[src/rtl/ex_muldiv_pkg.sv]
// rtl/ex_muldiv_pkg.sv - shared types, op encoding and op-class helpers for the RV32M multiply/divide unit
package ex_muldiv_pkg;

   localparam int XLEN_DEFAULT = 32;

   typedef enum logic [2:0] {
      MULDIV_MUL    = 3'd0,
      MULDIV_MULH   = 3'd1,
      MULDIV_MULHSU = 3'd2,
      MULDIV_MULHU  = 3'd3,
      MULDIV_DIV    = 3'd4,
      MULDIV_DIVU   = 3'd5,
      MULDIV_REM    = 3'd6,
      MULDIV_REMU   = 3'd7
   } MulDivOp;

   typedef struct packed {
      logic flush;
      logic stall;
   } PipeControl;

   typedef struct packed {
      logic stall_req;
      logic flush_req;
   } PipeRequest;

   typedef enum logic [1:0] {
      ST_IDLE = 2'd0,
      ST_BUSY = 2'd1,
      ST_DONE = 2'd2
   } muldiv_state_e;

   function automatic logic op_is_div(input MulDivOp op);
      return op[2];
   endfunction

   function automatic logic op_is_rem(input MulDivOp op);
      return op[2] & op[1];
   endfunction

   // MUL itself is treated as unsigned: its low half does not depend on operand signs.
   function automatic logic op_signed_a(input MulDivOp op);
      return (op == MULDIV_MULH) || (op == MULDIV_MULHSU) || (op == MULDIV_DIV) || (op == MULDIV_REM);
   endfunction

   function automatic logic op_signed_b(input MulDivOp op);
      return (op == MULDIV_MULH) || (op == MULDIV_DIV) || (op == MULDIV_REM);
   endfunction

endpackage

[src/rtl/ex_muldiv_if.sv]
// rtl/ex_muldiv_if.sv - operand/result bundle between the EX stage and the multiply/divide unit
interface ex_muldiv_if
   import ex_muldiv_pkg::*;
#(
   parameter int XLEN = XLEN_DEFAULT
) ();

   logic            start;
   MulDivOp         op;
   logic [XLEN-1:0] rs1_data;
   logic [XLEN-1:0] rs2_data;
   logic [XLEN-1:0] result;
   logic            done;

   modport master (
      output start, op, rs1_data, rs2_data,
      input  result, done
   );

   modport slave (
      input  start, op, rs1_data, rs2_data,
      output result, done
   );

endinterface

[src/rtl/ex_muldiv_iter_core.sv]
// rtl/ex_muldiv_iter_core.sv - unsigned shift-add multiply / restoring divide datapath, one step per cycle
// hi/lo present the accumulators as they will be after the current step, so the final step can be captured directly.
module muldiv_iter_core #(
   parameter int XLEN = 32
) (
   input  logic            clk,
   input  logic            rst_n,
   input  logic            load,
   input  logic            step,
   input  logic            is_div,
   input  logic [XLEN-1:0] a,
   input  logic [XLEN-1:0] b,
   output logic [XLEN-1:0] hi,
   output logic [XLEN-1:0] lo
);

   logic [XLEN-1:0] a_q, b_q, hi_q, lo_q;
   logic            div_q;
   logic [XLEN:0]   mul_sum;
   logic [XLEN:0]   rem_shift;
   logic [XLEN:0]   rem_diff;
   logic            rem_ge;

   always_comb begin
      mul_sum   = {1'b0, hi_q} + (lo_q[0] ? {1'b0, a_q} : '0);
      rem_shift = {hi_q, lo_q[XLEN-1]};
      rem_diff  = rem_shift - {1'b0, b_q};
      // The partial remainder stays below the divisor, so the borrow bit alone decides.
      rem_ge    = ~rem_diff[XLEN];
      if (div_q) begin
         hi = rem_ge ? rem_diff[XLEN-1:0] : rem_shift[XLEN-1:0];
         lo = {lo_q[XLEN-2:0], rem_ge};
      end else begin
         hi = mul_sum[XLEN:1];
         lo = {mul_sum[0], lo_q[XLEN-1:1]};
      end
   end

   always_ff @(posedge clk or negedge rst_n) begin
      if (!rst_n) begin
         a_q   <= '0;
         b_q   <= '0;
         hi_q  <= '0;
         lo_q  <= '0;
         div_q <= 1'b0;
      end else if (load) begin
         a_q   <= a;
         b_q   <= b;
         hi_q  <= '0;
         lo_q  <= is_div ? a : b;
         div_q <= is_div;
      end else if (step) begin
         hi_q  <= hi;
         lo_q  <= lo;
      end
   end

endmodule

[src/rtl/ex_muldiv.sv]
// rtl/ex_muldiv.sv - iterative RV32M multiply/divide EX unit: FSM, special cases, sign fix, stall request
// MULDIV_FAST_MUL_EN selects a single-cycle multiplier for the MUL* ops; divide always iterates.
module ex_muldiv
   import ex_muldiv_pkg::*;
#(
   parameter int XLEN = XLEN_DEFAULT
) (
   input  logic       clk,
   input  logic       rst_n,
   ex_muldiv_if.slave bus,
   input  PipeControl id_ex_ctrl,
   input  PipeControl ex_ma_ctrl,
   output PipeRequest muldiv_req
);

   localparam int              CNT_W    = $clog2(XLEN);
   localparam logic [CNT_W-1:0] CNT_LAST = CNT_W'(XLEN - 1);
   localparam logic [XLEN-1:0]  INT_MIN  = {1'b1, {(XLEN-1){1'b0}}};

   muldiv_state_e   state, state_nxt;
   logic [CNT_W-1:0] cnt;
   MulDivOp         op_q;
   logic            sa_q, sb_q;
   logic [XLEN-1:0] result_q;

   logic            flush, accept, load, step, finish, stall_req;
   logic            sgn_a, sgn_b;
   logic [XLEN-1:0] abs_a, abs_b;
   logic            div_zero, div_ovf, special, fast_mul;
   logic [XLEN-1:0] special_res, fast_res, iter_res;
   logic [XLEN-1:0] core_hi, core_lo;
   logic            unused_ctrl;

   assign flush       = id_ex_ctrl.flush;
   assign unused_ctrl = id_ex_ctrl.stall ^ ex_ma_ctrl.flush;
   assign accept      = (state == ST_IDLE) && bus.start && !flush;

   assign sgn_a = op_signed_a(bus.op) && bus.rs1_data[XLEN-1];
   assign sgn_b = op_signed_b(bus.op) && bus.rs2_data[XLEN-1];
   assign abs_a = sgn_a ? -bus.rs1_data : bus.rs1_data;
   assign abs_b = sgn_b ? -bus.rs2_data : bus.rs2_data;

   assign div_zero = op_is_div(bus.op) && (bus.rs2_data == '0);
   assign div_ovf  = ((bus.op == MULDIV_DIV) || (bus.op == MULDIV_REM)) &&
                     (bus.rs1_data == INT_MIN) && (bus.rs2_data == '1);
   assign special  = div_zero || div_ovf;

   always_comb begin
      special_res = '1;
      if (div_zero) begin
         special_res = op_is_rem(bus.op) ? bus.rs1_data : '1;
      end else begin
         special_res = op_is_rem(bus.op) ? '0 : INT_MIN;
      end
   end

`ifdef MULDIV_FAST_MUL_EN
   logic [2*XLEN-1:0] fast_a, fast_b, fast_prod;

   // Sign-extended operands make the low 2*XLEN bits of an unsigned product correct for every MUL* variant.
   assign fast_a    = {{XLEN{sgn_a}}, bus.rs1_data};
   assign fast_b    = {{XLEN{sgn_b}}, bus.rs2_data};
   assign fast_prod = fast_a * fast_b;
   assign fast_mul  = !op_is_div(bus.op);
   assign fast_res  = (bus.op == MULDIV_MUL) ? fast_prod[XLEN-1:0] : fast_prod[2*XLEN-1:XLEN];
`else
   assign fast_mul  = 1'b0;
   assign fast_res  = '0;
`endif

   assign finish = (state == ST_BUSY) && (cnt == CNT_LAST) && !flush;

   always_comb begin
      state_nxt = state;
      stall_req = 1'b0;
      load      = 1'b0;
      step      = 1'b0;
      case (state)
         ST_IDLE: begin
            stall_req = bus.start;
            if (bus.start) begin
               if (special || fast_mul) begin
                  state_nxt = ST_DONE;
               end else begin
                  state_nxt = ST_BUSY;
                  load      = 1'b1;
               end
            end
         end
         ST_BUSY: begin
            stall_req = 1'b1;
            step      = 1'b1;
            if (cnt == CNT_LAST) state_nxt = ST_DONE;
         end
         ST_DONE: begin
            if (!ex_ma_ctrl.stall) state_nxt = ST_IDLE;
         end
         default: state_nxt = ST_IDLE;
      endcase
      if (flush) begin
         state_nxt = ST_IDLE;
         stall_req = 1'b0;
         load      = 1'b0;
         step      = 1'b0;
      end
   end

   // Negating a 2*XLEN product only needs its high half: carry from the low half exists only when it is zero.
   always_comb begin
      iter_res = core_lo;
      case (op_q)
         MULDIV_MUL:
            iter_res = core_lo;
         MULDIV_MULH, MULDIV_MULHSU, MULDIV_MULHU:
            iter_res = (sa_q ^ sb_q) ? (~core_hi + XLEN'(core_lo == '0)) : core_hi;
         MULDIV_DIV, MULDIV_DIVU:
            iter_res = (sa_q ^ sb_q) ? -core_lo : core_lo;
         default:
            iter_res = sa_q ? -core_hi : core_hi;
      endcase
   end

   always_ff @(posedge clk or negedge rst_n) begin
      if (!rst_n) begin
         state <= ST_IDLE;
      end else begin
         state <= state_nxt;
      end
   end

   always_ff @(posedge clk or negedge rst_n) begin
      if (!rst_n) begin
         cnt      <= '0;
         op_q     <= MULDIV_MUL;
         sa_q     <= 1'b0;
         sb_q     <= 1'b0;
         result_q <= '0;
      end else begin
         if (load) begin
            cnt <= '0;
         end else if (step) begin
            cnt <= cnt + 1'b1;
         end
         if (accept) begin
            op_q <= bus.op;
            sa_q <= sgn_a;
            sb_q <= sgn_b;
         end
         if (accept && (special || fast_mul)) begin
            result_q <= special ? special_res : fast_res;
         end else if (finish) begin
            result_q <= iter_res;
         end
      end
   end

   muldiv_iter_core #(
      .XLEN (XLEN)
   ) u_core (
      .clk    (clk),
      .rst_n  (rst_n),
      .load   (load),
      .step   (step),
      .is_div (op_is_div(bus.op)),
      .a      (abs_a),
      .b      (abs_b),
      .hi     (core_hi),
      .lo     (core_lo)
   );

   assign bus.result           = result_q;
   assign bus.done             = (state == ST_DONE) && !flush;
   assign muldiv_req.stall_req = stall_req;
   assign muldiv_req.flush_req = 1'b0;

endmodule

[src/flat_wrapper.sv]
// flat-port wrapper written by rule: the top's interface ports become plain ports
module ex_muldiv_flat import ex_muldiv_pkg::*;
#(
   parameter int XLEN = XLEN_DEFAULT
)
  (clk, rst_n, id_ex_ctrl, ex_ma_ctrl, muldiv_req, bus_start, bus_op, bus_rs1_data, bus_rs2_data, bus_result, bus_done);
  ex_muldiv_if #(.XLEN(XLEN)) bus_i ();
  input  logic clk;
  input  logic rst_n;
  input  PipeControl id_ex_ctrl;
  input  PipeControl ex_ma_ctrl;
  output PipeRequest muldiv_req;
  input wire logic [$bits(bus_i.start)-1:0] bus_start;
  input wire logic [$bits(bus_i.op)-1:0] bus_op;
  input wire logic [$bits(bus_i.rs1_data)-1:0] bus_rs1_data;
  input wire logic [$bits(bus_i.rs2_data)-1:0] bus_rs2_data;
  output wire logic [$bits(bus_i.result)-1:0] bus_result;
  output wire logic [$bits(bus_i.done)-1:0] bus_done;
  assign bus_i.start = bus_start;
  assign bus_i.op = bus_op;
  assign bus_i.rs1_data = bus_rs1_data;
  assign bus_i.rs2_data = bus_rs2_data;
  assign bus_result = bus_i.result;
  assign bus_done = bus_i.done;
  ex_muldiv #(.XLEN(XLEN)) u_core (.clk(clk), .rst_n(rst_n), .bus(bus_i), .id_ex_ctrl(id_ex_ctrl), .ex_ma_ctrl(ex_ma_ctrl), .muldiv_req(muldiv_req));
endmodule
[config.mk]
export PLATFORM = sky130hd
export DESIGN_NAME = ex_muldiv_flat
export DESIGN_NICKNAME = d
export VERILOG_FILES = /design/src/rtl/ex_muldiv_pkg.sv /design/src/rtl/ex_muldiv_if.sv /design/src/rtl/ex_muldiv_iter_core.sv /design/src/rtl/ex_muldiv.sv /design/src/flat_wrapper.sv
export SDC_FILE = /design/constraint.sdc
export NUM_CORES = 1
export LEC_CHECK = 0
export BUFFER_PORTS_ARGS = -buffer_cell sky130_fd_sc_hd__buf_4
export CORE_ASPECT_RATIO = 1.75
export CORE_MARGIN = 10
export CORE_UTILIZATION = 55
export DETAILED_ROUTE_END_ITERATION = 6
export PLACE_DENSITY = 0.75
export SYNTH_ARGS = -nofsm -noshare
export SYNTH_HDL_FRONTEND = slang
export SYNTH_SLANG_ARGS = --single-unit
[constraint.sdc]
create_clock -name clk -period 7.4 [get_ports clk]
set_input_delay 1.85 -clock clk [delete_from_list [all_inputs] [get_ports clk]]
set_output_delay 1.85 -clock clk [all_outputs]
set_load 0.02 [all_outputs]
; Word level (Yosys, flattened, before mapping)
; Cells that the tools add are included.
[word_totals]
regBits = 173
output_inout_bits = 35
[op_classes]
n_reduce_logical = 28
n_mux = 37
n_addsub = 8
bitwise = 4
eq_ne = 17
[op_table]
columns = operator, count
row1 = $mux W32, 20
row2 = $neg A32 Y32, 4
row3 = $pmux W32 S3, 1
row4 = $eq A32 B32 Y1 const B, 2
row5 = $logic_not A32 Y1, 2
row6 = $add A32 B33 Y33, 1
row7 = $sub A33 B32 Y33, 1
row8 = $add A32 B1 Y32, 1
row9 = $not A32 Y32, 1
row10 = $eq A3 B3 Y1 const B, 4
row11 = $logic_and A1 B1 Y1, 11
row12 = $mux W2, 5
row13 = $mux W5, 2
row14 = $eq A3 B2 Y1 const B, 3
row15 = $ne A3 B3 Y1 const B, 3
row16 = $logic_or A1 B1 Y1, 7
row17 = $mux W1, 7
row18 = $eq A3 B1 Y1 const B, 2
row19 = $pmux W2 S3, 1
row20 = $add A5 B1 Y5 const B, 1
row21 = $eq A5 B5 Y1 const B, 1
row22 = $reduce_bool A2 Y1, 2
row23 = $logic_not A3 Y1, 1
row24 = $reduce_and A3 Y1, 1
row25 = 10 further kinds, 10

; Logic depth before layout (Yosys ltp)
[depth]
depth_word = 10
depth_mapped = 28
mapped_depth_nobuf = 28

; Hierarchy
; Synthesis repeated with hierarchy kept, for this count alone.
[hier_totals]
hier_cells = 2139
area_unflattened_um2 = 16963.8
[by_module_without_submodules]
columns = module, seq_area_each_um2, area_per_inst_um2, cells_per_inst, instances
row1 = muldiv_iter_core, 3228.1, 10395.0, 1199, 1
row2 = ex_muldiv, 1101.1, 6568.8, 940, 1

; Worst setup path after synthesis
; Ideal clock, no wire load.
[synth_timing]
kind = flip-flop to flip-flop
start = register u_core.u_core.lo_q[31]
end = register u_core.result_q[30] (netlist: u_core.bus.result[30])
stages_incl_launch_ff = 29
synth_period_minus_slack_ps = 5746
arrival_ps = 5609
n_path_buf = 0
required_ps = 7263
setup_slack_ps = 1654
cell_sequence = dfrtp_1 inv_1 ha_1 inv_1 fa_1 a211oi_2 o211ai_1 nand3_1 a21boi_2 o31ai_4 nor2_2 a21oi_1 ha_1 nand2_1 or4_1 nand2b_1 nor2_1 nand2_1 nor2_1 nand4_1 nor3_1 ha_1 o21ai_0 a211oi_1 nand2_1 o41ai_2 xnor2_1 a221oi_1 o211ai_1
[synth_via]
elab_chain_len = 9
[synth_lines]
columns = element, line_no
row1 = from (decl), ex_muldiv_iter_core.sv:17  ; logic [XLEN-1:0] a_q, b_q, hi_q, lo_q;
row2 = from (signal assigned), ex_muldiv_iter_core.sv:50  ; lo_q <= is_div ? a : b;
row3 = from (signal assigned), ex_muldiv_iter_core.sv:54  ; lo_q <= lo;
row4 = $sub A33 B32 Y33, ex_muldiv_iter_core.sv:27  ; rem_diff = rem_shift - {1'b0, b_q};
row5 = $not A1 Y1 / $mux W32 (equally long branches), "ex_muldiv_iter_core.sv:29, ex_muldiv_iter_core.sv:31"
row6 = $mux W32, ex_muldiv_iter_core.sv:30  ; if (div_q) begin
row7 = $logic_not A32 Y1 / $not A32 Y32 (equally long branches), ex_muldiv.sv:115  ; iter_res = (sa_q ^ sb_q) ? (~core_hi + XLEN'(core_lo == '0)) : core_hi;
row8 = $add A32 B1 Y32, ex_muldiv.sv:115
row9 = $mux W32, ex_muldiv.sv:115
row10 = $pmux W32 S3 *, ex_muldiv.sv:111  ; case (op_q)
row11 = $mux W32 *, ex_muldiv.sv:151  ; end else if (finish) begin
row12 = $mux W32 *, ex_muldiv.sv:149  ; if (accept && (special || fast_mul)) begin
row13 = to (signal assigned), ex_muldiv.sv:150  ; result_q <= special ? special_res : fast_res;
row14 = to (signal assigned), ex_muldiv.sv:152  ; result_q <= iter_res;
row15 = to (decl), ex_muldiv.sv:24  ; logic [XLEN-1:0] result_q;
; Mark *: on every way between the ends. The rest lies on a longest branch, timed or not. The select of a mux whose other input is x is not followed.
; A chain may end at the register's enable or synchronous reset.

; Worst setup path in the final report
; Ends and elaborated chain as after synthesis.

==> parameters.txt <==
Parameter                              Value

Outcome
  Result of the run    finished clean

Logic synthesis
  Flip-flop and latch count after synthesis    173
  Fraction of post-synthesis cell area in the top cell type by area    0.2485
  Cell types occupying the most area after synthesis    sky130_fd_sc_hd__dfrtp_1 (25%), sky130_fd_sc_hd__a21oi_1 (6.9%), sky130_fd_sc_hd__ha_1 (5.2%)
  Mean area per synthesized cell    7.575 um^2
  Synth Warn #    0
  Yosys top cell by area    sky130_fd_sc_hd__dfrtp_1
  Number of nets produced by synthesis    2449
  Instance count of the mapped netlist    2300
  Post-synth EDFFs    0
  Share of synthesized registers carrying an async set or reset    1.000
  Share of the yosys chip area belonging to registers    0.2485
  Yosys cell types    101
  Leading register cell type out of synthesis    sky130_fd_sc_hd__dfrtp_1
  Post-synth design cell area    17420 um^2

Clock tree
  Clock transition at the registers of the reported paths    80 ps
  Number of buffers created by CTS    17
  H-tree depth    4
  Setup fix buffers added after clock tree synthesis    0
  Number of resized instances in the post-cts repair step    0
  Largest buffer count on any clock path    2
  Post-cts hold buffer count    0
  TritonCTS clock tree    yes
  Root Buffer Master    sky130_fd_sc_hd__clkbuf_16
  Worst-Skew Late Latency    between 400 and 500 ps
  CTS Sinks    173

Route
  Routed wire length per instance    approximately 27 um
  DR iter-0 viols    between 1500 and 2000
  Sum of routed wire length over all layers    ~76000 um
  Detailed-route via count    18962
  Number of antenna-violating nets in the routed design    0
  Number of vias per cell    roughly 7
  First drt pass iteration count    6
  Detailed-route DRC error count    0

Floorplanning
  Count of pins on the block boundary    109
  Row cnt    86
  Vertical die dimension    255.4 um
  Initial Util    0.5545
  Area enclosed by the die boundary    between 30000 and 40000 um^2
  Horiz. Die Dim    154.5 um
  Area of the placeable core    31420 um^2

Setup path
  Flop2flop setup slack    380 ps
  Worst path max stage delay    520 ps
  Classification of the worst setup path    reg -> reg
  Cell with the largest stage delay on the worst path    sky130_fd_sc_hd__or4_1
  Endpoint arrival time on the critical path    7360 ps
  Top fanout value on the critical path    4
  Startpoint class of the critical path    register
  Worst endpoint required time    between 7000 and 8000 ps
  Worst Setup End Kind    register

Global routing
  GRT Total Usage    0.3701
  Via count of the first global-routing pass    between 15000 and 20000
  Initial antenna violation count    1
  Global-route track usage on met2    0.6180
  Congestion Overflow GR    0
  Routing layer with the top usage in global route    met2
  Met1 Usage GRT    0.3959
  First-pass GRT wire length    112700 um
  Largest net degree at the start of global routing    between 150 and 200
  Routing usage on met3    0.06525

Timing
  Number of failing hold endpoints at the final stage    0
  Final Max Tran Viols    0
  Transition at the pin with the smallest max-transition slack    1212 ps
  RSZ-0062 raised after global routing    false
  Relative max-transition margin    0.1848
  Number of failing setup endpoints in the final timing report    0
  Accumulated negative setup slack    0 ps
  Highest attainable clock frequency    142.4 MHz
  Final clock skew    15.12 ps
  Ratio of final minimum period to clock period    0.9487
  Min Clock Period, post-route    between 7000 and 8000 ps

Cells and area
  Growth of design area from synthesis to finish    10.84%
  Ratio of cells with drive above 1 in the final layout    0.1252
  Leading cell type in the layout, fill and taps excluded    sky130_fd_sc_hd__a21oi_1
  Diode insertion count for antenna repair    0
  Utilization of the core after routing    0.6146
  Commonest non-fill, non-tap cells in the layout    sky130_fd_sc_hd__a21oi_1 (239), sky130_fd_sc_hd__nand2_1 (236), sky130_fd_sc_hd__nor2_1 (236)
  Number of nets in the layout    2509
  Filler cell count    2931

Placed design
  Half-perimeter wire length of the detailed placement result    59200 um
  Final Wtd Congestion    1.044
  Count of input and output buffers    105

Power
  Cell area power density    375.2 nW/um^2
  Reported leakage power    8.132 nW
  Maximum vdd drop    0.2160 mV

Job
  Count of maximum capacitance violations    0

Worst hold path
  Hold crit path type    reg -> reg
-- state kept, by name (all words and copies together) (netlist names) --
name / count
u_core.state: 2
u_core.sb_q: 1
u_core.u_core.hi_q: 32
u_core.u_core.div_q: 1
u_core.u_core.lo_q: 32
u_core.cnt: 5
u_core.bus.result: 32
u_core.op_q: 3
u_core.u_core.b_q: 32
u_core.u_core.a_q: 32
u_core.sa_q: 1
-- power by group --
part	total (mW)	switching, mW	internal, mW	leakage (nW)
combinational	4.88	3.18	1.71	5.71
sequential	1.45	0.281	1.16	2.14
clock	0.916	0.466	0.450	0.279
total	7.24	3.92	3.32	8.13
-- stage by stage --
stage               power [mW]  hold WS (ps)  setup slack [ps]  std cells  instance area [um^2]
floorplan                4.578         472.1              1654       2300                 17420
global placement         6.072         487.2             627.6       2737                 18740
detailed placement       6.129         494.2             570.4       2737                 18740
CTS                      7.069         510.7             481.4       2769                 19310
global route             7.638         542.3             23.39       2769                 19310
finish                   7.245         501.6             379.6       2769                 19310
-- worst paths after layout --
path	startpoint	end	depth (start not counted)
max	u_core.u_core.lo_q[31]	u_core.bus.result[30]	31
min	u_core.bus.result[23]	u_core.bus.result[23]	2
max reg2reg	u_core.u_core.lo_q[31]	u_core.bus.result[30]	31
min reg2reg	u_core.bus.result[23]	u_core.bus.result[23]	2
max in group asynchronous	rst_n	u_core.u_core.hi_q[17]	2
min in group asynchronous	rst_n	u_core.cnt[1]	1
-- final cells by class --
type / instances / area, um^2 / area share
Inverter: 68 / 255.2 / 0.01322
Clock inverter: 14 / 141.4 / 0.007322
Timing Repair Buffer: 180 / 1368 / 0.07082
Tap cell: 396 / 495.5 / 0.02566
Multi-Input combinational cell: 1920 / 12290 / 0.6364
Clock buffer: 18 / 429.2 / 0.02222
Sequential cell: 173 / 4333 / 0.2244
-- worst max-delay path, delay by kind of cell, from the launching register on --
kind	cells	cell delay (ps)
compound gates	10	2250
xor+xnor	1	100
fa+ha+maj	4	1110
flops	1	510
buf+inv	5	730
simple gates	11	2170
-- logic make-up (layout without fill, tap and decap cells) --
kind of cell,Yosys count,after routing,share of synthesized area
flops,173,173,0.2485
simple gates,826,826,0.2304
xor+xnor,159,159,0.07993
fa+ha+maj,75,75,0.05473
other cells,1,1,0.0002152
mux,94,94,0.05645
buf+inv,207,280,0.04783
compound gates,765,765,0.2820
-- synth_stat cells, types with 6 or more instances --
cell type and instances:
sky130_fd_sc_hd__a2111oi_0 10, sky130_fd_sc_hd__a211oi_1 16, sky130_fd_sc_hd__a21o_1 28, sky130_fd_sc_hd__a21oi_1 239, sky130_fd_sc_hd__a221o_1 11, sky130_fd_sc_hd__a221oi_1 18, sky130_fd_sc_hd__a31o_2 11, sky130_fd_sc_hd__a31oi_1 31
sky130_fd_sc_hd__and2_1 52, sky130_fd_sc_hd__and3_1 23, sky130_fd_sc_hd__buf_2 14, sky130_fd_sc_hd__clkbuf_1 114, sky130_fd_sc_hd__dfrtp_1 173, sky130_fd_sc_hd__ha_1 73, sky130_fd_sc_hd__inv_1 68, sky130_fd_sc_hd__mux2_2 34
sky130_fd_sc_hd__mux2i_1 60, sky130_fd_sc_hd__nand2_1 237, sky130_fd_sc_hd__nand2b_1 23, sky130_fd_sc_hd__nand3_1 47, sky130_fd_sc_hd__nand3b_1 8, sky130_fd_sc_hd__nand4_1 36, sky130_fd_sc_hd__nor2_1 238, sky130_fd_sc_hd__nor2b_1 17
sky130_fd_sc_hd__nor3_1 52, sky130_fd_sc_hd__nor3b_1 9, sky130_fd_sc_hd__nor4_1 13, sky130_fd_sc_hd__nor4b_1 6, sky130_fd_sc_hd__o2111ai_1 8, sky130_fd_sc_hd__o211ai_1 28, sky130_fd_sc_hd__o21a_1 24, sky130_fd_sc_hd__o21ai_0 177
sky130_fd_sc_hd__o21ai_1 10, sky130_fd_sc_hd__o221ai_1 9, sky130_fd_sc_hd__o22ai_1 35, sky130_fd_sc_hd__o31ai_1 22, sky130_fd_sc_hd__o41ai_1 9, sky130_fd_sc_hd__or2_2 6, sky130_fd_sc_hd__or3_1 20, sky130_fd_sc_hd__or4_1 15
sky130_fd_sc_hd__xnor2_1 86, sky130_fd_sc_hd__xor2_1 73
-- routing by layer --
layer,part of all wire,wire length [um]
met1,0.35,26400
met2,0.48,36390
met3,0.073,5533
met4,0.096,7256
met5,0.00017,13
(Power assumes the default switching activity.)
